<file path="src/rtl/receive_check_pkg.sv">
// receive_check_pkg: shared state encoding and default payload width
package receive_check_pkg;
  localparam int DATA_W_DEF = 9;
  typedef enum logic [1:0] {
    HUNT   = 2'd0,
    VERIFY = 2'd1,
    LOCKED = 2'd2
  } state_t;
endpackage

</file>
<file path="src/rtl/receive_check_hc280.sv">
// hc280: 9-bit odd/even parity generator in the style of the 74HC280
module hc280 (
  input  logic [8:0] d,
  output logic       odd,
  output logic       even
);
  assign odd  = ^d;
  assign even = ~odd;
endmodule

</file>
<file path="src/rtl/receive_check.sv">
// receive_check: parity and sequence checker for the transmit {parity, count} word
module receive_check
  import receive_check_pkg::*;
#(
  parameter int DATA_W     = DATA_W_DEF,
  parameter int LOCK_COUNT = 4,
  parameter int LOSS_COUNT = 3,
  parameter int ERR_W      = 16
) (
  input  logic              clk,
  input  logic              clear,
  input  logic              valid,
  input  logic [DATA_W:0]   data_in,
  output logic [DATA_W-1:0] word_out,
  output logic              word_valid,
  output logic              locked,
  output logic              parity_err,
  output logic              seq_err,
  output logic [ERR_W-1:0]  err_count
);
  localparam int RUN_W  = $clog2(LOCK_COUNT + 1);
  localparam int MISS_W = $clog2(LOSS_COUNT + 1);
  state_t            state;
  logic [DATA_W-1:0] exp;
  logic [RUN_W-1:0]  run;
  logic [MISS_W-1:0] miss;
  logic [DATA_W-1:0] payload;
  logic              odd, even, par_ok, match, in_lock, fwd, perr, serr;
  logic [RUN_W-1:0]  run_inc;
  logic [MISS_W-1:0] miss_inc;
  assign payload  = data_in[DATA_W-1:0];
  generate
    if (DATA_W == 9) begin : g_hc280
      hc280 u_hc280 (.d(payload), .odd(odd), .even(even));
    end else begin : g_xor
      assign odd  = ^payload;
      assign even = ~odd;
    end
  endgenerate
  assign par_ok   = data_in[DATA_W] ? odd : even;
  assign match    = payload == exp;
  assign in_lock  = state == LOCKED;
  assign fwd      = valid && par_ok && in_lock;
  assign perr     = valid && !par_ok;
  assign serr     = fwd && !match;
  assign run_inc  = run + RUN_W'(1);
  assign miss_inc = miss + MISS_W'(1);
  // lock state machine: hunt, verify a run of in-sequence words, then flywheel
  always_ff @(posedge clk) begin
    if (clear) begin
      state      <= HUNT;
      exp        <= '0;
      run        <= '0;
      miss       <= '0;
      locked     <= 1'b0;
      parity_err <= 1'b0;
      seq_err    <= 1'b0;
    end else begin
      parity_err <= perr;
      seq_err    <= serr;
      if (valid) begin
        unique case (state)
          HUNT: if (par_ok) begin
            state <= VERIFY;
            exp   <= payload + DATA_W'(1);
            run   <= RUN_W'(1);
          end
          VERIFY: if (!par_ok) begin
            state <= HUNT;
            run   <= '0;
          end else begin
            exp <= payload + DATA_W'(1);
            run <= match ? run_inc : RUN_W'(1);
            if (match && run_inc == RUN_W'(LOCK_COUNT)) begin
              state  <= LOCKED;
              locked <= 1'b1;
              miss   <= '0;
            end
          end
          LOCKED: begin
            exp <= exp + DATA_W'(1);
            if (par_ok && match) miss <= '0;
            else if (miss_inc == MISS_W'(LOSS_COUNT)) begin
              state  <= HUNT;
              locked <= 1'b0;
              run    <= '0;
              miss   <= '0;
            end else miss <= miss_inc;
          end
          default: state <= HUNT;
        endcase
      end
    end
  end
  // datapath: forward good words while locked and keep a saturating error tally
  always_ff @(posedge clk) begin
    if (clear) begin
      word_out   <= '0;
      word_valid <= 1'b0;
      err_count  <= '0;
    end else begin
      word_valid <= fwd;
      if (fwd) word_out <= payload;
      if ((perr || serr) && !(&err_count)) err_count <= err_count + ERR_W'(1);
    end
  end
endmodule
</file>
<file path="config.mk">
export PLATFORM = sky130hd
export DESIGN_NAME = receive_check
export DESIGN_NICKNAME = d
export VERILOG_FILES = /design/src/rtl/receive_check_pkg.sv /design/src/rtl/receive_check_hc280.sv /design/src/rtl/receive_check.sv
export SDC_FILE = /design/constraint.sdc
export NUM_CORES = 1
export LEC_CHECK = 0
export CAP_MARGIN = 5
export CORE_MARGIN = 2
export CORE_UTILIZATION = 34
export CTS_BUF_LIST = sky130_fd_sc_hd__clkbuf_8 sky130_fd_sc_hd__clkbuf_16
export CTS_CLUSTER_DIAMETER = 30
export DETAILED_ROUTE_END_ITERATION = 10
export RECOVER_POWER = 25
export SLEW_MARGIN = 30
export SYNTH_ARGS = -nofsm -noshare
export SYNTH_HDL_FRONTEND = slang
export SYNTH_SLANG_ARGS = --single-unit
</file>
<file path="constraint.sdc">
create_clock -name clk -period 6.93 [get_ports clk]
set_input_delay 1.7325 -clock clk [delete_from_list [all_inputs] [get_ports clk]]
set_output_delay 1.7325 -clock clk [all_outputs]
set_load 0.05 [all_outputs]
</file>
## After elaboration in Yosys (flattened, before gate mapping)

Index checks and enable logic that the tools add are counted.

| word-level totals | value |
|---|---|
| output and inout bits | 29 |
| register bits after elaboration | 45 |
| bits of input ports | 13 |

| cells by class | value |
|---|---|
| $add $sub $neg | 5 |
| equality and inequality tests | 12 |
| bitwise gates (word level) | 1 |
| multiplexer cells | 25 |
| reductions and logical operators | 23 |

Operators by type and width:

| cell | number |
|---|---|
| $add A9 B1 Y9 const B | 2 |
| $mux W2 | 9 |
| $pmux W9 S2 | 1 |
| $add A16 B1 Y16 const B | 1 |
| $reduce_and A16 Y1 | 1 |
| $mux W3 | 5 |
| $reduce_and A5 Y1 | 2 |
| $eq A9 B9 Y1 | 1 |
| $mux W9 | 1 |
| $pmux W3 S3 | 1 |
| $reduce_xor A9 Y1 | 1 |
| $ne A2 B2 Y1 const B | 4 |
| $logic_and A1 B1 Y1 | 7 |
| $pmux W2 S3 | 1 |
| $reduce_and A6 Y1 | 1 |
| $mux W1 | 5 |
| $eq A2 B2 Y1 const B | 2 |
| $ne A2 B1 Y1 const B | 2 |
| $pmux W2 S2 | 1 |
| $reduce_and A4 Y1 | 1 |
| $reduce_bool A2 Y1 | 2 |
| $add A3 B1 Y3 const B | 1 |
| $eq A3 B3 Y1 const B | 1 |
| $logic_not A1 Y1 | 3 |
| 10 further kinds | 10 |

## Depth between registers and ports, before layout

Gate-level depths: netlist (run 1).

| depth | value |
|---|---|
| depth after elaboration | 8 |
| gate-level depth with buffers | 11 |
| depth with buffers taken out | 10 |

## Hierarchy

A second synthesis (run 1) with hierarchy kept.

| second synthesis, totals | value |
|---|---|
| cells, all modules | 317 |
| area total of the unflattened synthesis | 2595.0 um^2 |

By module, submodules not included:

| module | area an instance (um^2) | times used | cells each | seq. area each (um^2) |
|---|---|---|---|---|
| receive_check | 2511.2 | 1 | 309 | 900.9 |
| hc280 | 83.8 | 1 | 8 | 0.0 |

## Worst setup path after synthesis (run 1)

Ideal clock, no wire load.

| timing path | value |
|---|---|
| path type | input port to flip-flop |
| from | input data_in[6] |
| to | register run[1] |
| buffers on the path | 2 |
| data required time | 6.809 ns |
| path slack | 3.345 ns |
| stages | 8 |
| data arrival time | 3.464 ns |
| path through | buf_2 xor2_1 nor4_1 and3_1 clkbuf_1 a21oi_1 o211ai_2 mux2_2 |

| on the way | value |
|---|---|
| cells in the longest elaborated chain, start to end | 6 |

Ends and longest elaborated chain:

| item | RTL line | text |
|---|---|---|
| from (decl) | receive_check.sv:13 | `input logic [DATA_W:0] data_in,` |
| $reduce_xor A9 Y1 | receive_check_hc280.sv:7 | `assign odd = ^d;` |
| $not A1 Y1 | receive_check_hc280.sv:8 | `assign even = ~odd;` |
| $mux W1 | receive_check.sv:40 | `assign par_ok = data_in[DATA_W] ? odd : even;` |
| $logic_and A1 B1 Y1 | receive_check.sv:82 | `if (par_ok && match) miss <= '0;` |
| $ne A2 B2 Y1 (no source line) | -- |  |
| $reduce_and A5 Y1 (no source line) | -- |  |
| to (signal assigned) | receive_check.sv:73 | `run <= match ? run_inc : RUN_W'(1);` |
| to (decl) | receive_check.sv:25 | `logic [RUN_W-1:0] run;` |

Parallel ways exist; a longest one is shown, timed or not.
A chain may end at the register's enable or synchronous reset.

## Final worst setup path (run 1)

| timing path | value |
|---|---|
| from | input data_in[4] |
| to | register err_count[7] |

| on the way | value |
|---|---|
| cells in the longest elaborated chain, start to end | 8 |

Ends and longest elaborated chain:

| item | RTL line | text |
|---|---|---|
| $reduce_xor A9 Y1 | receive_check_hc280.sv:7 |  |
| $not A1 Y1 | receive_check_hc280.sv:8 |  |
| $mux W1 | receive_check.sv:40 |  |
| $logic_and A1 B1 Y1 (2 in a row) | receive_check.sv:43 | `assign fwd = valid && par_ok && in_lock;` |
| $logic_and A1 B1 Y1 | receive_check.sv:45 | `assign serr = fwd && !match;` |
| $logic_or A1 B1 Y1 * | receive_check.sv:104 | `if ((perr \|\| serr) && !(&err_count)) err_count <= err_count + ERR_W'(1);` |
| $logic_and A1 B1 Y1 * | receive_check.sv:104 |  |
| to (signal assigned) | receive_check.sv:104 |  |
| to (decl) | receive_check.sv:19 | `output logic [ERR_W-1:0] err_count` |

Every way passes the cells marked *; elsewhere a longest branch is shown, timed or not.

==> impl_metrics.py, run 1 <==
metrics = {
    "run_status": {
        "status": "complete, no violations",
    },
    "synth": {
        "ys.flop_type": "dfxtp_1",
        "synthTopCellsByArea": "dfxtp_1 33%, nand2_1 6.1%, a21oi_1 4.5%, mux2i_1 4.1%, xor2_1 3.9%",
        "synth_warnings": 0,
        "yosysMostFrequentCell": "dfxtp_1",
        "netlist_top_cells_count": "45 x dfxtp_1, 44 x nand2_1, 24 x a21oi_1",
        "yosysTopAreaCell": "dfxtp_1",
        "netlist_instances": 327,
        "async_reset_ff_frac": 0,
        "synth_nets": 348,
        "ys_ff_latch": 45,
        "yosysSeqAreaShare": 0.334,
        "synth-edff-count": 0,
        "syn_area_per_cell_um2": 8.25,
        "yosysTopAreaCellShare": 0.334,
        "syn_area_um2": 2700,
        "synth.distinct_cells": 51,
    },
    "placement": {
        "placed_area_um2": 3180,
        "gp_congestion": 0.783,
        "io_buffer_count": 41,
        "hpwl_um": 4460,
        "dp_slack_ns": 2.36,
    },
    "global_route": {
        "grt_pass1_vias": 2317,
        "antenna_found_initial": 0,
        "grt_use_met3": 0.0201,
        "grt_overflow_total": 0,
        "grt.total_usage": 0.156,
        "use_met1": 0.214,
        "grt_pass1_wl_um": 11100,
        "grt.busiest_layer": "met2",
        "met2_usage": 0.249,
        "grt_max_degree": 45,
    },
    "cts": {
        "cts_setup_buffers": 0,
        "clk-insertion-delay-late_ns": 0.30,
        "path_clk_slew_ns": 0.08,
        "cts-buffers-inserted": 5,
        "cts_root_buffer": "clkbuf_8",
        "hold_buffers": 0,
        "clockBufferDepth": 2,
        "cts_tree": "built",
        "cts_max_level": 2,
        "cts_resized": 0,
        "clock_sinks": 45,
    },
    "cells_and_area": {
        "antennaDiodeCount": 0,
        "drive_gt1_frac": 0.0585,
        "layout.nets": 379,
        "multi_input_area_um2": 1680,
        "areaGrowthSynthToFinish_pct": 20.8,
        "final_area_um2": 3260,
        "fill_cells": 801,
        "regArea_um2": 901,
    },
    "timing": {
        "drv_slew": 0,
        "rsz0062_at_grt": "false",
        "final-setup-viol-count": 0,
        "skew_ns": 0.00890,
        "fmax_ghz": 0.236,
        "holdWs_ns": 0.455,
        "fin_setup_tns_ns": 0,
        "final_hold_viol_count": 0,
        "period_share": 0.611,
        "worstMarginPinSlew_ns": 0.669,
        "finalCriticalPeriod_ns": 4.23,
        "slew_headroom": 0.552,
        "fin_ws_ns": 2.70,
    },
    "setup_path": {
        "slowest_stage": "clkdlybuf4s50_1",
        "reg2reg_depth": 6,
        "cp-end-kind": "register",
        "slowest_delay_ns": 0.60,
        "startpoint_type": "primary input",
        "worstPathMaxFanout": 19,
        "startpoint": "data_in[4]",
        "rrSetupSlack_ns": 3.94,
        "worstSetupPathType": "in -> reg",
        "critPathArrivalTime_ns": 4.43,
        "r2r_end": "err_count[7]",
        "cp_data_required_time_ns": 7.12,
        "reg2reg_from": "state[1]",
        "cp_cell_sequence": "clkdlybuf4s50_1 > xor2_1 > xnor3_2 > xor2_4 > o211ai_2 > nor4_1 > mux2_2",
        "critPathCapture": "err_count[7]",
    },
    "die": {
        "design.core.area_um2": 7730,
        "rows": 32,
        "die_area_um2": 8670,
        "initial_core_util": 0.349,
        "die_w_um": 93.1,
        "io_pins": 42,
        "die-height_um": 93.1,
    },
    "worst_hold_path": {
        "min_path_type": "reg -> reg",
        "min_path_cells": 2,
    },
    "routing": {
        "viasPerCell": 5.25,
        "wl_um": 6310,
        "first_iter_violations": 138,
        "wl_per_cell_um": 13.7,
        "vias": 2418,
        "drtAntennaViolNets": 0,
        "drc": 0,
        "firstDrtPassIters": 4,
    },
    "flow_run": {
        "maxCapViolCount": 0,
    },
    "power": {
        "ir_worst_vdd_mv": 0.133,
        "p_leak_nw": 1.19,
        "power-per-cell-area_nw_per_um2": 248,
    },
}
[worst min-delay path by stage]
| stage | slack (ns) | startpoint | to |
|---|---|---|---|
| 2_1_floorplan | 0.45 | miss[1] | miss[1] |
| 3_3_place_gp | 0.44 | word_out[4] | word_out[4] |
| 3_5_place_dp | 0.45 | word_out[1] | word_out[1] |
| 4_1_cts | 0.46 | word_out[1] | word_out[1] |
| 5_1_grt | 0.48 | word_out[7] | word_out[7] |
| 6_report | 0.45 | word_out[0] | word_out[0] |
[cell families (layout without fill, tap and decap cells)]
group / count (synthesis) / in the layout / share of synthesized area
and+or+nand+nor: 128 / 128 / 0.241
buffers and inverters: 31 / 63 / 0.0445
muxes: 15 / 15 / 0.0575
AOI/OAI and AO/OA: 80 / 80 / 0.199
xor gates and xnor gates: 20 / 20 / 0.0872
DFF: 45 / 45 / 0.334
adders and majority gates: 8 / 8 / 0.0371
[sequential cells by signal, summed over array words and instances, names as in the netlist, 2 cells and up]
name and cells:
err_count 16, exp 9, miss 2, run 3, state 2, word_out 9
[metrics by stage]
stage	total power [mW]	cells	util
after floorplan	0.580	327	-
after global placement	0.653	453	0.411
after detailed placement	0.659	453	0.411
after CTS	0.820	461	0.422
after global routing	0.868	461	0.422
final	0.808	461	0.422
[layout make-up]
type	instances	share of cell area
clock inverters	3	0.00461
flip-flops and latches	45	0.276
multi-input cells	251	0.516
repair buffers	42	0.128
well taps	102	0.0392
inverters	13	0.0150
clock buffers	5	0.0211
[routing by layer]
metal,up-vias,part of all wire
li1,1244,-
met1,1134,0.49
met2,34,0.47
met3,6,0.026
met4,0,0.011
met5,-,0
[worst max-delay path: cells and delay by family]
family	cells	cell delay, ns
xor gates and xnor gates	3	1.08
buffers and inverters	1	0.60
muxes	1	0.37
AOI/OAI and AO/OA	1	0.34
and+or+nand+nor	1	0.30
[cell usage in the layout (no fill, tap or decap), types with 5 or more instances in the layout]
| master | count |
|---|---|
| and3_1 | 7 |
| xor2_1 | 12 |
| o211ai_1 | 6 |
| a21oi_1 | 24 |
| or3_1 | 10 |
| nand3_1 | 20 |
| nor2_1 | 16 |
| o21ai_0 | 12 |
| a31oi_1 | 8 |
| clkbuf_8 | 5 |
| clkdlybuf4s50_1 | 23 |
| nor2b_1 | 6 |
| nand2_1 | 44 |
| mux2i_1 | 11 |
| nand4_1 | 6 |
| dfxtp_1 | 45 |
| dlygate4sd3_1 | 18 |
| ha_1 | 7 |
| inv_1 | 15 |
[power by group]
part	switching [mW]	internal (mW)
Combinational	0.205	0.124
Sequential	0.0336	0.287
Clock	0.0893	0.0686
Power figures use the tool's default switching activity.
==> inputs of run 2 (changes only) <==
==> constraint.sdc (replaced) <==
create_clock -name clk -period 4.2 [get_ports clk]
set_input_delay 1.05 -clock clk [delete_from_list [all_inputs] [get_ports clk]]
set_output_delay 1.05 -clock clk [all_outputs]
set_load 0.05 [all_outputs]
==> run 2 against run 1 <==
Compared with the run above: non-clock buffer count rose by 5; critical path type unchanged; largest cell class unchanged; total power increased by 74%; clock-buffer cell count unchanged; critical endpoint unchanged; cell count grew 0.87%; die area is the same; combinational power up 70%; highest routed layer unchanged; global-route usage decreased by 0.23 points; via count up 1.7%.
==> impl_metrics.py, run 2 (synthesis results as in run 1) <==
metrics = {
    "run_status": {
        "status": "complete, no violations",
    },
    "timing": {
        "fin_ws_ns": 0.630,
        "slew_headroom": 0.538,
        "fin_setup_tns_ns": 0,
        "period_share": 0.850,
        "skew_ns": 0.00998,
        "rsz0062_at_grt": "false",
        "finalCriticalPeriod_ns": 3.57,
        "drv_slew": 0,
        "final-setup-viol-count": 0,
        "fmax_ghz": 0.280,
        "worstMarginPinSlew_ns": 0.691,
        "final_hold_viol_count": 0,
    },
    "routing": {
        "wl_um": 6340,
        "vias": 2458,
        "firstDrtPassIters": 4,
        "drc": 0,
        "wl_per_cell_um": 13.6,
        "first_iter_violations": 187,
        "drtAntennaViolNets": 0,
        "viasPerCell": 5.29,
    },
    "cells_and_area": {
        "fin_cells": 465,
        "layout.nets": 384,
        "regMostFlops": "err_count",
        "drive_gt1_frac": 0.0716,
        "reg_top3": "err_count x16, exp x9, word_out x9",
        "layout_commonest_cell": "dfxtp_1",
        "layout_common_cells": "45 x dfxtp_1, 44 x nand2_1, 24 x a21oi_1, 23 x clkdlybuf4s50_1, 20 x nand3_1",
        "areaGrowthSynthToFinish_pct": 22.8,
        "antennaDiodeCount": 0,
        "largest_reg_flops": 16,
        "fill_cells": 772,
    },
    "cts": {
        "clk-insertion-delay-late_ns": 0.30,
        "cts_tree": "built",
        "path_clk_slew_ns": 0.08,
        "cts_setup_buffers": 0,
        "cts_root_buffer": "clkbuf_8",
        "cts_resized": 0,
        "cts_max_level": 2,
        "clockBufferDepth": 2,
        "cts-buffers-inserted": 5,
        "clock_sinks": 45,
        "hold_buffers": 0,
    },
    "global_route": {
        "grt_pass1_wl_um": 10800,
        "met2_usage": 0.226,
        "grt.busiest_layer": "met2",
        "grt_overflow_total": 0,
        "grt_use_met3": 0.0298,
        "grt.total_usage": 0.154,
        "use_met1": 0.222,
        "antenna_found_initial": 0,
        "grt_max_degree": 32,
        "grt_pass1_vias": 2222,
    },
    "setup_path": {
        "worstSetupPathType": "in -> reg",
        "critPathArrivalTime_ns": 3.76,
        "cp-end-kind": "register",
        "cp_data_required_time_ns": 4.39,
        "startpoint_type": "primary input",
        "worstPathMaxFanout": 19,
    },
    "die": {
        "initial_core_util": 0.349,
        "io_pins": 42,
        "design.core.area_um2": 7730,
        "die-height_um": 93.1,
        "die_w_um": 93.1,
        "die_area_um2": 8670,
        "rows": 32,
    },
    "placement": {
        "place_inst": 458,
        "dp_slack_ns": 0.312,
        "gp_congestion": 0.827,
        "hpwl_um": 4780,
        "io_buffer_count": 41,
    },
    "worst_hold_path": {
        "min_path_type": "reg -> reg",
    },
    "power": {
        "power-per-cell-area_nw_per_um2": 424,
        "p_leak_nw": 1.22,
        "total_power_mw": 1.40,
        "ir_worst_vdd_mv": 0.180,
    },
    "flow_run": {
        "maxCapViolCount": 0,
    },
}
==> run 2: cell types whose count changed in the layout (fill, tap and decap cells not counted), sizes merged <==
cell / change
inv: -2
bufinv: +1
clkinv: +1
buf: +5
clkinvlp: -1
==> run 2: metal layers <==
layer  vias up  part of all wire  routed length [um]
li1       1256                 -                   -
met1      1132              0.50                3140
met2        59              0.44                2770
met3        11             0.046                 293
met4         0             0.021                 131
met5         -                 0                   0
==> run 2: final timing paths <==
| path | start | to | slack (ns) | depth (start not counted) |
|---|---|---|---|---|
| max | data_in[4] | err_count[7] | 0.63 | 7 |
| max reg2reg | state[1] | err_count[7] | 1.67 | 7 |
| min reg2reg | word_out[7] | word_out[7] | 0.46 | 2 |
| min | word_out[7] | word_out[7] | 0.46 | 2 |
==> run 2: critical path: stages <==
cell and delay, ns:
clkdlybuf4s50_1 0.61, xor2_1 0.17, xnor3_2 0.55, xor2_4 0.33, o211ai_2 0.35, nor4_1 0.33, mux2_2 0.37
==> run 2: layout make-up <==
type	count	area, um2	area share
clock buffers	5	68.8	0.0208
clock inverters	2	35.0	0.0106
inverters	13	48.8	0.0147
multi-input cells	251	1680	0.506
flip-flops and latches	45	901	0.272
well taps	102	128	0.0385
repair buffers	47	455	0.137
==> run 2: where the power goes <==
group	internal [mW]	switching, mW
Clock	0.173	0.145
Combinational	0.212	0.346
Sequential	0.473	0.0552
==> run 2: stage by stage <==
step	instance area (um2)	hold slack, ns	util
floorplan	2700	0.452	-
finish	3310	0.455	0.429
CTS	3310	0.460	0.429
detailed placement	3210	0.449	0.415
global placement	3210	0.443	0.415
global route	3310	0.469	0.429
==> inputs of run 3 (changes only) <==
==> constraint.sdc (replaced) <==
create_clock -name clk -period 3.7 [get_ports clk]
set_input_delay 0.925 -clock clk [delete_from_list [all_inputs] [get_ports clk]]
set_output_delay 0.925 -clock clk [all_outputs]
set_load 0.05 [all_outputs]
==> run 3 against run 2 <==
Compared with the run above: via count is 2.4% higher; sequential power is 14% higher; clock power fell by 5%; critical path type unchanged.
==> impl_metrics.py, run 3 (synthesis results as in run 1) <==
metrics = {
    "routing": {
        "first_iter_violations": 93,
        "wl_per_cell_um": 13.8,
        "firstDrtPassIters": 4,
        "drc": 0,
        "wl_um": 6530,
        "viasPerCell": 5.31,
        "drtAntennaViolNets": 0,
        "vias": 2517,
    },
    "die": {
        "io_pins": 42,
        "die-height_um": 93.1,
        "rows": 32,
        "die_area_um2": 8670,
        "initial_core_util": 0.349,
        "design.core.area_um2": 7730,
        "die_w_um": 93.1,
    },
    "power": {
        "total_power_mw": 1.55,
        "p_leak_nw": 1.25,
        "power-per-cell-area_nw_per_um2": 463,
        "ir_worst_vdd_mv": 0.205,
    },
    "setup_path": {
        "worstPathMaxFanout": 7,
        "cp_cell_sequence": "clkdlybuf4s50_1 > xor2_1 > xnor3_2 > xnor2_2 > a21oi_1 > o211ai_2 > mux2_2",
        "worstSetupPathType": "in -> reg",
        "critPathArrivalTime_ns": 3.38,
        "slowest_stage": "xnor3_2",
        "slowest_delay_ns": 0.57,
        "startpoint_type": "primary input",
        "cp_data_required_time_ns": 3.90,
        "cp-end-kind": "register",
    },
    "cells_and_area": {
        "post-route-util": 0.434,
        "largest_reg_flops": 16,
        "fin_cells": 474,
        "drive_gt1_frac": 0.0887,
        "regMostFlops": "err_count",
        "antennaDiodeCount": 0,
        "reg_top3": "err_count x16, exp x9, word_out x9",
        "layout_common_cells": "45 x dfxtp_1, 44 x nand2_1, 24 x a21oi_1, 23 x clkdlybuf4s50_1, 20 x nand3_1",
        "areaGrowthSynthToFinish_pct": 24.3,
        "final_area_um2": 3350,
        "layout_commonest_cell": "dfxtp_1",
        "layout.nets": 392,
    },
    "timing": {
        "fmax_ghz": 0.314,
        "final_hold_viol_count": 0,
        "drv_slew": 0,
        "rsz0062_at_grt": "false",
        "holdWs_ns": 0.455,
        "fin_setup_tns_ns": 0,
        "fin_ws_ns": 0.516,
        "worstMarginPinSlew_ns": 0.618,
        "slew_headroom": 0.588,
        "period_share": 0.861,
        "skew_ns": 0.00652,
        "finalCriticalPeriod_ns": 3.18,
        "final-setup-viol-count": 0,
    },
    "global_route": {
        "antenna_found_initial": 0,
        "grt.total_usage": 0.157,
        "grt_overflow_total": 0,
        "grt_pass1_wl_um": 10900,
        "grt_pass1_vias": 2232,
        "grt_max_degree": 31,
    },
    "cts": {
        "cts_tree": "built",
        "clockBufferDepth": 2,
        "cts_root_buffer": "clkbuf_8",
        "cts-buffers-inserted": 5,
        "path_clk_slew_ns": 0.09,
        "cts_resized": 0,
        "clock_sinks": 45,
        "clk-insertion-delay-late_ns": 0.30,
        "hold_buffers": 0,
        "cts_setup_buffers": 0,
        "cts_max_level": 2,
    },
    "flow_run": {
        "maxCapViolCount": 0,
    },
    "placement": {
        "dp_slack_ns": 0.186,
        "place_inst": 466,
        "hpwl_um": 4870,
        "io_buffer_count": 41,
        "placed_area_um2": 3270,
        "gp_congestion": 0.791,
    },
    "worst_hold_path": {
        "min_path_type": "reg -> reg",
    },
    "run_status": {
        "status": "complete, no violations",
    },
}
run 3: layout make-up:
| type | instances | area [um2] |
|---|---|---|
| Fill cell | 771 | 4370 |
| Multi-Input combinational cell | 251 | 1680 |
| Sequential cell | 45 | 901 |
| Timing Repair Buffer | 55 | 515 |
| Tap cell | 102 | 128 |
| Clock buffer | 5 | 68.8 |
| Inverter | 13 | 48.8 |
| Clock inverter | 3 | 15.0 |
run 3: where the power goes:
group | switching, mW | internal, mW | total [mW]
clock network | 0.173 | 0.128 | 0.301
registers | 0.0643 | 0.537 | 0.602
logic | 0.394 | 0.257 | 0.651
total | 0.632 | 0.923 | 1.55
run 3: layer usage:
layer | wire (um) | vias up | global-route usage
li1 | - | 1275 | -
met1 | 3160 | 1177 | 0.215
met2 | 3030 | 57 | 0.252
met3 | 261 | 8 | 0.0274
met4 | 85 | 0 | 0.0478
met5 | 0 | - | 0
run 3: path summary, 6_finish.rpt:
kind              cells past startpoint   startpoint  slack [ns]     endpoint
hold reg to reg                       2  word_out[7]        0.45  word_out[7]
hold / removal                        2  word_out[7]        0.45  word_out[7]
setup reg to reg                      8     state[1]        1.25       exp[7]
setup / recovery                      7   data_in[4]        0.52       run[1]
run 3: critical path, delay by kind of cell:
kind	cells	cell delay (ns)
compound gates	2	0.49
xor+xnor	3	1.12
buf+inv	1	0.49
mux	1	0.36
